==> config.mk <==
export PLATFORM = sky130hd
export DESIGN_NAME = machine_timer
export DESIGN_NICKNAME = d
export VERILOG_FILES = /design/src/rtl/machine_timer_pkg.sv /design/src/rtl/machine_timer_irq_sync.sv /design/src/rtl/machine_timer.sv
export SDC_FILE = /design/constraint.sdc
export NUM_CORES = 1
export LEC_CHECK = 0
export CAP_MARGIN = 20
export CORE_MARGIN = 2
export CORE_UTILIZATION = 35
export CTS_CLUSTER_DIAMETER = 30
export CTS_CLUSTER_SIZE = 28
export DETAILED_ROUTE_END_ITERATION = 6
export SYNTH_ARGS = -nofsm -noshare
export SYNTH_HDL_FRONTEND = slang
export SYNTH_SLANG_ARGS = --single-unit
export TNS_END_PERCENT = 20
==> constraint.sdc <==
create_clock -name clk -period 6.1 [get_ports clk]
set_clock_uncertainty 0.2 [all_clocks]
set_input_delay 0.915 -clock clk [delete_from_list [all_inputs] [get_ports clk]]
set_output_delay 0.915 -clock clk [all_outputs]
set_load 0.02 [all_outputs]
==> src/rtl/machine_timer_pkg.sv <==
// Shared constants and helpers for the machine timer: register offsets, irq bit positions,
// register-select decode and byte-lane merge.
package machine_timer_pkg;

  // Byte offsets of the memory-mapped registers.
  localparam logic [4:0] MTIME_LO    = 5'h00;
  localparam logic [4:0] MTIME_HI    = 5'h04;
  localparam logic [4:0] MTIMECMP_LO = 5'h08;
  localparam logic [4:0] MTIMECMP_HI = 5'h0C;
  localparam logic [4:0] MSIP        = 5'h10;

  // mip bit positions, shared with the CSR bank's interrupt codes.
  localparam int unsigned IRQ_MSIP = 3;
  localparam int unsigned IRQ_MTIP = 7;
  localparam int unsigned IRQ_MEIP = 11;

  typedef enum logic [2:0] {
    RegMtimeLo,
    RegMtimeHi,
    RegCmpLo,
    RegCmpHi,
    RegMsip,
    RegNone
  } reg_sel_e;

  // Decode a word index (byte offset bits [4:2]) into a register select.
  function automatic reg_sel_e decode_reg(logic [2:0] word);
    reg_sel_e sel;
    sel = RegNone;
    case (word)
      MTIME_LO[4:2]:    sel = RegMtimeLo;
      MTIME_HI[4:2]:    sel = RegMtimeHi;
      MTIMECMP_LO[4:2]: sel = RegCmpLo;
      MTIMECMP_HI[4:2]: sel = RegCmpHi;
      MSIP[4:2]:        sel = RegMsip;
      default:          sel = RegNone;
    endcase
    return sel;
  endfunction

  // Replace the byte lanes selected by be with the corresponding lanes of wdata.
  function automatic logic [31:0] byte_merge(logic [31:0] old, logic [31:0] wdata,
                                             logic [3:0] be);
    logic [31:0] res;
    res = old;
    for (int i = 0; i < 4; i++) begin
      if (be[i]) res[8*i +: 8] = wdata[8*i +: 8];
    end
    return res;
  endfunction

endpackage

==> src/rtl/machine_timer_irq_sync.sv <==
// Generic multi-flop synchroniser for a level interrupt request, async active-low reset.
module irq_sync #(
  parameter int unsigned DEPTH = 2
) (
  input  logic clk,
  input  logic reset,
  input  logic din,
  output logic dout
);

  logic [DEPTH-1:0] sync_q;

  always_ff @(posedge clk or negedge reset) begin
    if (!reset) begin
      sync_q <= '0;
    end else begin
      sync_q <= {sync_q[DEPTH-2:0], din};
    end
  end

  assign dout = sync_q[DEPTH-1];

endmodule

==> src/rtl/machine_timer.sv <==
// CLINT-style machine timer: 64-bit mtime/mtimecmp, msip bit and synchronised external irq,
// presented as a level interrupt vector using mip bit positions.
module machine_timer
  import machine_timer_pkg::*;
#(
  parameter int unsigned PRESCALE   = 1,
  parameter int unsigned SYNC_DEPTH = 2
) (
  input  logic        clk,
  input  logic        reset,
  input  logic        enable_i,
  input  logic [3:0]  write_en_i,
  input  logic [4:0]  address_i,
  input  logic [31:0] data_i,
  output logic [31:0] data_o,
  input  logic        meip_i,
  output logic [31:0] irq_o
);

  localparam int unsigned CntW = (PRESCALE > 1) ? $clog2(PRESCALE) : 1;

  logic [CntW-1:0] presc_q, presc_d;
  logic            tick;
  logic [63:0]     mtime_q, mtime_d;
  logic [63:0]     mtimecmp_q, mtimecmp_d;
  logic            msip_q, msip_d;
  logic            mtip_q;
  logic [31:0]     rdata_q, rdata_d;
  logic            meip_sync;
  logic            wr, rd;
  reg_sel_e        sel;
  logic            unused_addr_bits;

  assign unused_addr_bits = ^address_i[1:0];

  assign sel = decode_reg(address_i[4:2]);
  assign wr  = enable_i & (|write_en_i);
  assign rd  = enable_i & ~(|write_en_i);

  // Free-running prescaler; bus traffic never disturbs it.
  assign tick    = (presc_q == CntW'(PRESCALE - 1));
  assign presc_d = tick ? '0 : presc_q + 1'b1;

  // A write to either mtime half suppresses the increment for the whole 64-bit value.
  always_comb begin
    mtime_d = mtime_q;
    if (wr && (sel == RegMtimeLo)) begin
      mtime_d[31:0] = byte_merge(mtime_q[31:0], data_i, write_en_i);
    end else if (wr && (sel == RegMtimeHi)) begin
      mtime_d[63:32] = byte_merge(mtime_q[63:32], data_i, write_en_i);
    end else if (tick) begin
      mtime_d = mtime_q + 64'd1;
    end
  end

  always_comb begin
    mtimecmp_d = mtimecmp_q;
    if (wr && (sel == RegCmpLo)) begin
      mtimecmp_d[31:0] = byte_merge(mtimecmp_q[31:0], data_i, write_en_i);
    end else if (wr && (sel == RegCmpHi)) begin
      mtimecmp_d[63:32] = byte_merge(mtimecmp_q[63:32], data_i, write_en_i);
    end
  end

  always_comb begin
    msip_d = msip_q;
    if (wr && (sel == RegMsip) && write_en_i[0]) begin
      msip_d = data_i[0];
    end
  end

  // Read mux samples the pre-update register values.
  always_comb begin
    rdata_d = rdata_q;
    if (rd) begin
      case (sel)
        RegMtimeLo: rdata_d = mtime_q[31:0];
        RegMtimeHi: rdata_d = mtime_q[63:32];
        RegCmpLo:   rdata_d = mtimecmp_q[31:0];
        RegCmpHi:   rdata_d = mtimecmp_q[63:32];
        RegMsip:    rdata_d = {31'b0, msip_q};
        default:    rdata_d = '0;
      endcase
    end
  end

  always_ff @(posedge clk or negedge reset) begin
    if (!reset) begin
      presc_q    <= '0;
      mtime_q    <= '0;
      mtimecmp_q <= '1;
      msip_q     <= 1'b0;
      mtip_q     <= 1'b0;
      rdata_q    <= '0;
    end else begin
      presc_q    <= presc_d;
      mtime_q    <= mtime_d;
      mtimecmp_q <= mtimecmp_d;
      msip_q     <= msip_d;
      mtip_q     <= (mtime_q >= mtimecmp_q);
      rdata_q    <= rdata_d;
    end
  end

  irq_sync #(
    .DEPTH(SYNC_DEPTH)
  ) u_meip_sync (
    .clk  (clk),
    .reset(reset),
    .din  (meip_i),
    .dout (meip_sync)
  );

  always_comb begin
    irq_o           = '0;
    irq_o[IRQ_MSIP] = msip_q;
    irq_o[IRQ_MTIP] = mtip_q;
    irq_o[IRQ_MEIP] = meip_sync;
  end

  assign data_o = rdata_q;

endmodule

## Word-level counts from Yosys, hierarchy flattened

Cells that the tools add are included.

| cells by class | value |
|---|---|
| add/subtract/negate cells | 2 |
| multipliers | 0 |
| div/mod/pow operators | 0 |
| magnitude comparators | 1 |
| equal/unequal tests | 19 |
| shifts and indexed selects | 0 |
| multiplexer cells | 11 |
| bitwise logic cells | 5 |
| reduce and logical (&&, ||, !) cells | 25 |

Operator list:

| cell | count |
|---|---|
| case mux 32 bit (5 select lines) | 1 |
| 2-to-1 mux 32 bit | 3 |
| adder 64 x 1 -> 64 bit (second input constant) | 1 |
| >= comparator 64 bit | 1 |
| 2-to-1 mux 64 bit | 1 |
| AND reduction 3 bit | 12 |
| 2-to-1 mux 8 bit | 4 |
| != test 2 bit (second input constant) | 9 |
| case mux 3 bit (5 select lines) | 1 |
| == test 3 x 2 -> 1 bit (second input constant) | 4 |
| AND reduction 2 bit | 4 |
| == test 3 x 1 -> 1 bit (second input constant) | 2 |
| == test 3 bit (second input constant) | 2 |
| logical AND 1 bit | 6 |
| logical NOT 3 bit | 2 |
| != test 2 x 1 -> 1 bit (second input constant) | 2 |
| OR reduction 4 bit | 1 |
| inverter 1 bit | 3 |
| bitwise AND 1 bit | 2 |
| adder 1 bit (second input constant) | 1 |
| 2-to-1 mux 1 bit | 1 |

| storage, ports and cells | value |
|---|---|
| flip-flop bits (word level) | 165 |
| bits in latches | 0 |
| bits in writable memories | 0 |
| memory bits (read-only) | 0 |
| input bits | 45 |
| output and inout port bits | 64 |
| logic and storage cells | 84 |
| memories | 0 |

## Depth between registers and ports, before layout

| depth | value |
|---|---|
| depth in word-level cells | 6 |
| depth in mapped cells | 10 |
| mapped depth without buffers | 8 |

## Cells and area by module

From an unflattened synthesis, not the netlist that was laid out.

| second synthesis, totals | value |
|---|---|
| cells, all modules | 1132 |
| area, all modules | 10387.5 um^2 |

By module, submodules not included:

| module | instances | cells an instance | area each (um^2) | sequential area each (um^2) |
|---|---|---|---|---|
| machine_timer | 1 | 1130 | 10337.4 | 4134.0 |
| irq_sync | 1 | 2 | 50.0 | 50.0 |

## Worst setup path before layout

Ideal clock, no wire load.

| path | value |
|---|---|
| path type | input port to flip-flop |
| start point | input port address_i[2] |
| end point | register mtime_q[59] |
| arrival time | 2.635 ns |
| path slack | 3.194 ns |
| stages on the path | 7 |
| path buffers | 3 |
| path through | clkbuf_1 > buf_1 > clkbuf_1 > a21oi_1 > nor4_1 > mux2i_1 > nand4_1 |

| between the ends | value |
|---|---|
| word-level cells in the longest chain between the ends | 6 |
| elaborated cells on any way between the ends | 15 |

Ends and longest elaborated chain:

| item | RTL line | text |
|---|---|---|
| start: declaration | machine_timer.sv:13 | `input logic [4:0] address_i,` |
| == test 3 bit, or another cell as far along | machine_timer_pkg.sv:30 | `case (word)` |
| case mux 3 bit (5 select lines) (*) | machine_timer_pkg.sv:30 |  |
| == test 3 x 1 -> 1 bit or logical NOT 3 bit (tied branches) | machine_timer.sv:49, machine_timer.sv:47 |  |
| logical AND 1 bit (on tied branches) | machine_timer.sv:49, machine_timer.sv:47 |  |
| != test 2 bit (no source line), or another cell as far along | n/a |  |
| AND reduction 3 bit (no source line) | n/a |  |
| end signal: assignment | machine_timer.sv:97 | `mtime_q <= mtime_d;` |
| end: declaration | machine_timer.sv:24 | `logic [63:0] mtime_q, mtime_d;` |

Mark *: on every way between the ends. The rest lies on a longest branch, timed or not.
A chain may end at the register's enable or synchronous reset.

## Worst setup path in the final report

| path | value |
|---|---|
| start point | input port address_i[3] |
| end point | register mtime_q[10] |

| between the ends | value |
|---|---|
| word-level cells in the longest chain between the ends | 6 |
| elaborated cells on any way between the ends | 15 |

Ends and longest elaborated chain:

| item | RTL line |
|---|---|
| == test 3 bit, or another cell as far along | machine_timer_pkg.sv:30 |
| case mux 3 bit (5 select lines) (*) | machine_timer_pkg.sv:30 |
| == test 3 x 1 -> 1 bit or logical NOT 3 bit (tied branches) | machine_timer.sv:49, machine_timer.sv:47 |
| logical AND 1 bit (on tied branches) | machine_timer.sv:49, machine_timer.sv:47 |
| != test 2 bit (no source line) or != test 2 x 1 -> 1 bit (tied branches) | n/a |
| AND reduction 3 bit (no source line) | n/a |

Marks and branches as above.

==> summary.txt <==
Global routing
  • First-pass GRT wire length: about 55000 um
  • Initial antenna violation count: 1
  • Total grt overflow: 0
  • Largest net degree at the start of global routing: ~100
  • Gr usage total: 0.226
  • Vias in the first global route: 9488

Synthesis
  • Synth cell types: 66
  • Post-synth EDFFs: 0
  • Sequential-to-total area share from yosys stat: 0.395
  • Most used DFF post-synth: dfrtp_1
  • FF+latch count, synth: 164
  • Yosys warning count: 0
  • Synthesized area per cell: 8.38 um^2
  • Post-Syn Instances: between 1000 and 1500
  • Post-Syn Area: 10600 um^2
  • Ys async rst share: 1.00

Worst setup path
  • CP endpoint kind: register
  • Reg2Reg Setup Slack: 2.74 ns
  • CP Launch Point: address_i[3]
  • FF-to-FF End: mtime_q[60]
  • CP Max Fanout: 40
  • Startpoint Class: primary input
  • Arr. time, crit path: ~4 ns
  • Worst reg2reg path depth: 7
  • RR Startpoint: mtime_q[0]
  • Crit path kind: primary input to register
  • Req. time, crit path: 6.22 ns
  • CP endpoint: mtime_q[10]

Cells and area
  • Fill cells: 3001
  • FF+latch area: around 4200 um^2
  • Area of the multi-input gates: about 5700 um^2
  • P&R area growth vs syn: 14.9%
  • Nets: between 1000 and 1500
  • Design area: 12200 um^2
  • Share of cells above drive strength 1: 0.105
  • Diode count: 0

Clocking
  • Clk sinks: between 150 and 200
  • CTS tree: built
  • Setup repair bufs after CTS: 0
  • CTS H-tree lvls: 4
  • # hold bufs at CTS: 0
  • CTS resizes: 0
  • Maximum buffer depth of the clock tree: 2
  • Reg clk slew, reported paths: 0.07 ns
  • Worst-Skew Late Latency: between 0.4 and 0.5 ns
  • TritonCTS buffer count: 17
  • Root Driver: clkbuf_16

Min path
  • Worst hold path class: register to register

Routing
  • Pre-antenna DRT Iters: 5
  • DR vias/cell: 5.80
  • Post-route ant nets: 0
  • 1st-iter DRT viols: between 800 and 900
  • WL/cell: between 20 and 25 um
  • Post-route DRC: 0
  • Via Count: 9861
  • DRT Wirelength: 34700 um

Power and ir drop
  • Max IR drop VDD: 0.151 mV
  • Lkg Pwr: around 5 nW
  • Pwr dens: between 300 and 400 nW/um^2

STA
  • RSZ-0062 raised after global routing: false
  • Measured slew at the worst slew-check pin: about 1.1 ns
  • Final setup vio count: 0
  • Tcrit/Tclk final: 0.624
  • Worst setup margin: 2.29 ns
  • Min Tclk post-route: 3.81 ns
  • Rel. slew slack: 0.239
  • Max Fclk: between 200 and 300 MHz
  • Setup_tns: 0 ns
  • Final hold violations: 0
  • Final Max Slew Viols: 0

Floorplanning
  • Ports: 109
  • Die Height: between 150 and 200 um
  • Initial Util: 0.357
  • Die area: approximately 32000 um^2
  • Die Wd: between 150 and 200 um
  • Total core area: around 30000 um^2
  • Site row count: between 60 and 70

Placed design
  • I/O Buffers: between 70 and 80
  • Post-detail-place hpwl: 24700 um
  • GPL Wtd Cong: about 0.88
  • Placed Area: 11600 um^2
  • Pre-CTS setup slack: 1.88 ns

Flow run
  • Max Cap Viol: 0

Status
  • Status: finished clean
worst min-delay path by stage:
stage / startpoint / endpoint / slack, ns / cells after the start
2_1_floorplan: u_meip_sync.sync_q[0] / u_meip_sync.sync_q[1] / 0.13 / 0
3_3_place_gp: u_meip_sync.sync_q[0] / u_meip_sync.sync_q[1] / 0.14 / 0
3_5_place_dp: u_meip_sync.sync_q[0] / u_meip_sync.sync_q[1] / 0.14 / 0
4_1_cts: u_meip_sync.sync_q[0] / u_meip_sync.sync_q[1] / 0.16 / 0
5_1_grt: u_meip_sync.sync_q[0] / u_meip_sync.sync_q[1] / 0.17 / 0
6_report: u_meip_sync.sync_q[0] / u_meip_sync.sync_q[1] / 0.15 / 0
stage by stage:
| step | instances | hold WS, ns | utilization | total power [mW] |
|---|---|---|---|---|
| finish | 1700 | 0.153 | 0.410 | 4.08 |
| global route | 1700 | 0.172 | 0.410 | 4.36 |
| CTS | 1697 | 0.157 | 0.409 | 4.09 |
| detailed placement | 1665 | 0.140 | 0.389 | 2.99 |
| global placement | 1665 | 0.135 | 0.389 | 2.95 |
| floorplan | 1293 | 0.131 | - | 2.51 |
cells by family (layout without fill, tap and decap cells):
kind of cell | after synthesis | count (layout) | share of synthesized area
mux | 17 | 17 | 0.0175
fa+ha+maj | 65 | 65 | 0.0768
other cells | 1 | 29 | 0.000354
simple gates | 444 | 444 | 0.203
flops | 164 | 164 | 0.395
buf+inv | 185 | 202 | 0.0776
compound gates | 389 | 389 | 0.230
power breakdown:
part           switching (mW)  internal, mW
logic                   0.722         0.524
registers               0.334          1.41
clock network           0.507         0.586
total                    1.56          2.52
cell usage in the layout, fill, tap and decap left out, types with 14 or more instances in the layout:
cell	Yosys	final
a221oi_1	22	22
dfstp_2	64	64
nand4_1	29	29
clkbuf_16	0	17
o22a_1	22	22
nand3_1	48	48
o21ai_0	130	130
nand2_1	175	174
conb_1	1	29
buf_4	33	21
mux2i_1	14	14
inv_1	72	72
nor3_1	18	17
and3_1	20	20
a22o_1	21	21
dfrtp_1	100	100
ha_1	65	65
a21oi_1	103	103
clkdlybuf4s50_1	0	76
nor2_1	83	83
a31oi_1	16	16
cell type report:
| cell class | count | area share |
|---|---|---|
| clock buffers | 18 | 0.0361 |
| clock inverters | 14 | 0.0117 |
| inverters | 72 | 0.0222 |
| multi-input cells | 944 | 0.470 |
| flip-flops and latches | 164 | 0.344 |
| well taps | 390 | 0.0401 |
| repair buffers | 98 | 0.0763 |
synthesized netlist by cell type, types with 29 or more instances:
library cell,number,area [um^2]
nor2_1,83,312
nand3_1,48,240
dfstp_2,64,1680
buf_4,33,248
nand4_1,29,181
clkbuf_1,76,285
inv_1,72,270
nand2_1,175,657
o21ai_0,130,651
a21oi_1,103,515
ha_1,65,813
dfrtp_1,100,2500
state kept, by name (all words and copies together) (netlist names):
name and count:
data_o 32, msip_q 1, mtime_q 64, mtimecmp_q 64, mtip_q 1, u_meip_sync.sync_q 2
worst max-delay path, stage by stage:
cell and delay [ns]:
clkdlybuf4s50_1 0.74, buf_4 0.31, nor3_2 0.07, buf_4 0.28, nand2_2 0.58, buf_4 0.46, nand2_1 0.17, o22ai_1 0.15
o2bb2a_1 0.23
metal layers:
layer / global-route usage / wire [um] / vias to the layer above
li1: - / - / 4599
met1: 0.313 / 15300 / 4810
met2: 0.360 / 16100 / 399
met3: 0.0332 / 2380 / 51
met4: 0.0748 / 833 / 2
met5: 0 / 13 / -
(Power assumes the default switching activity.)
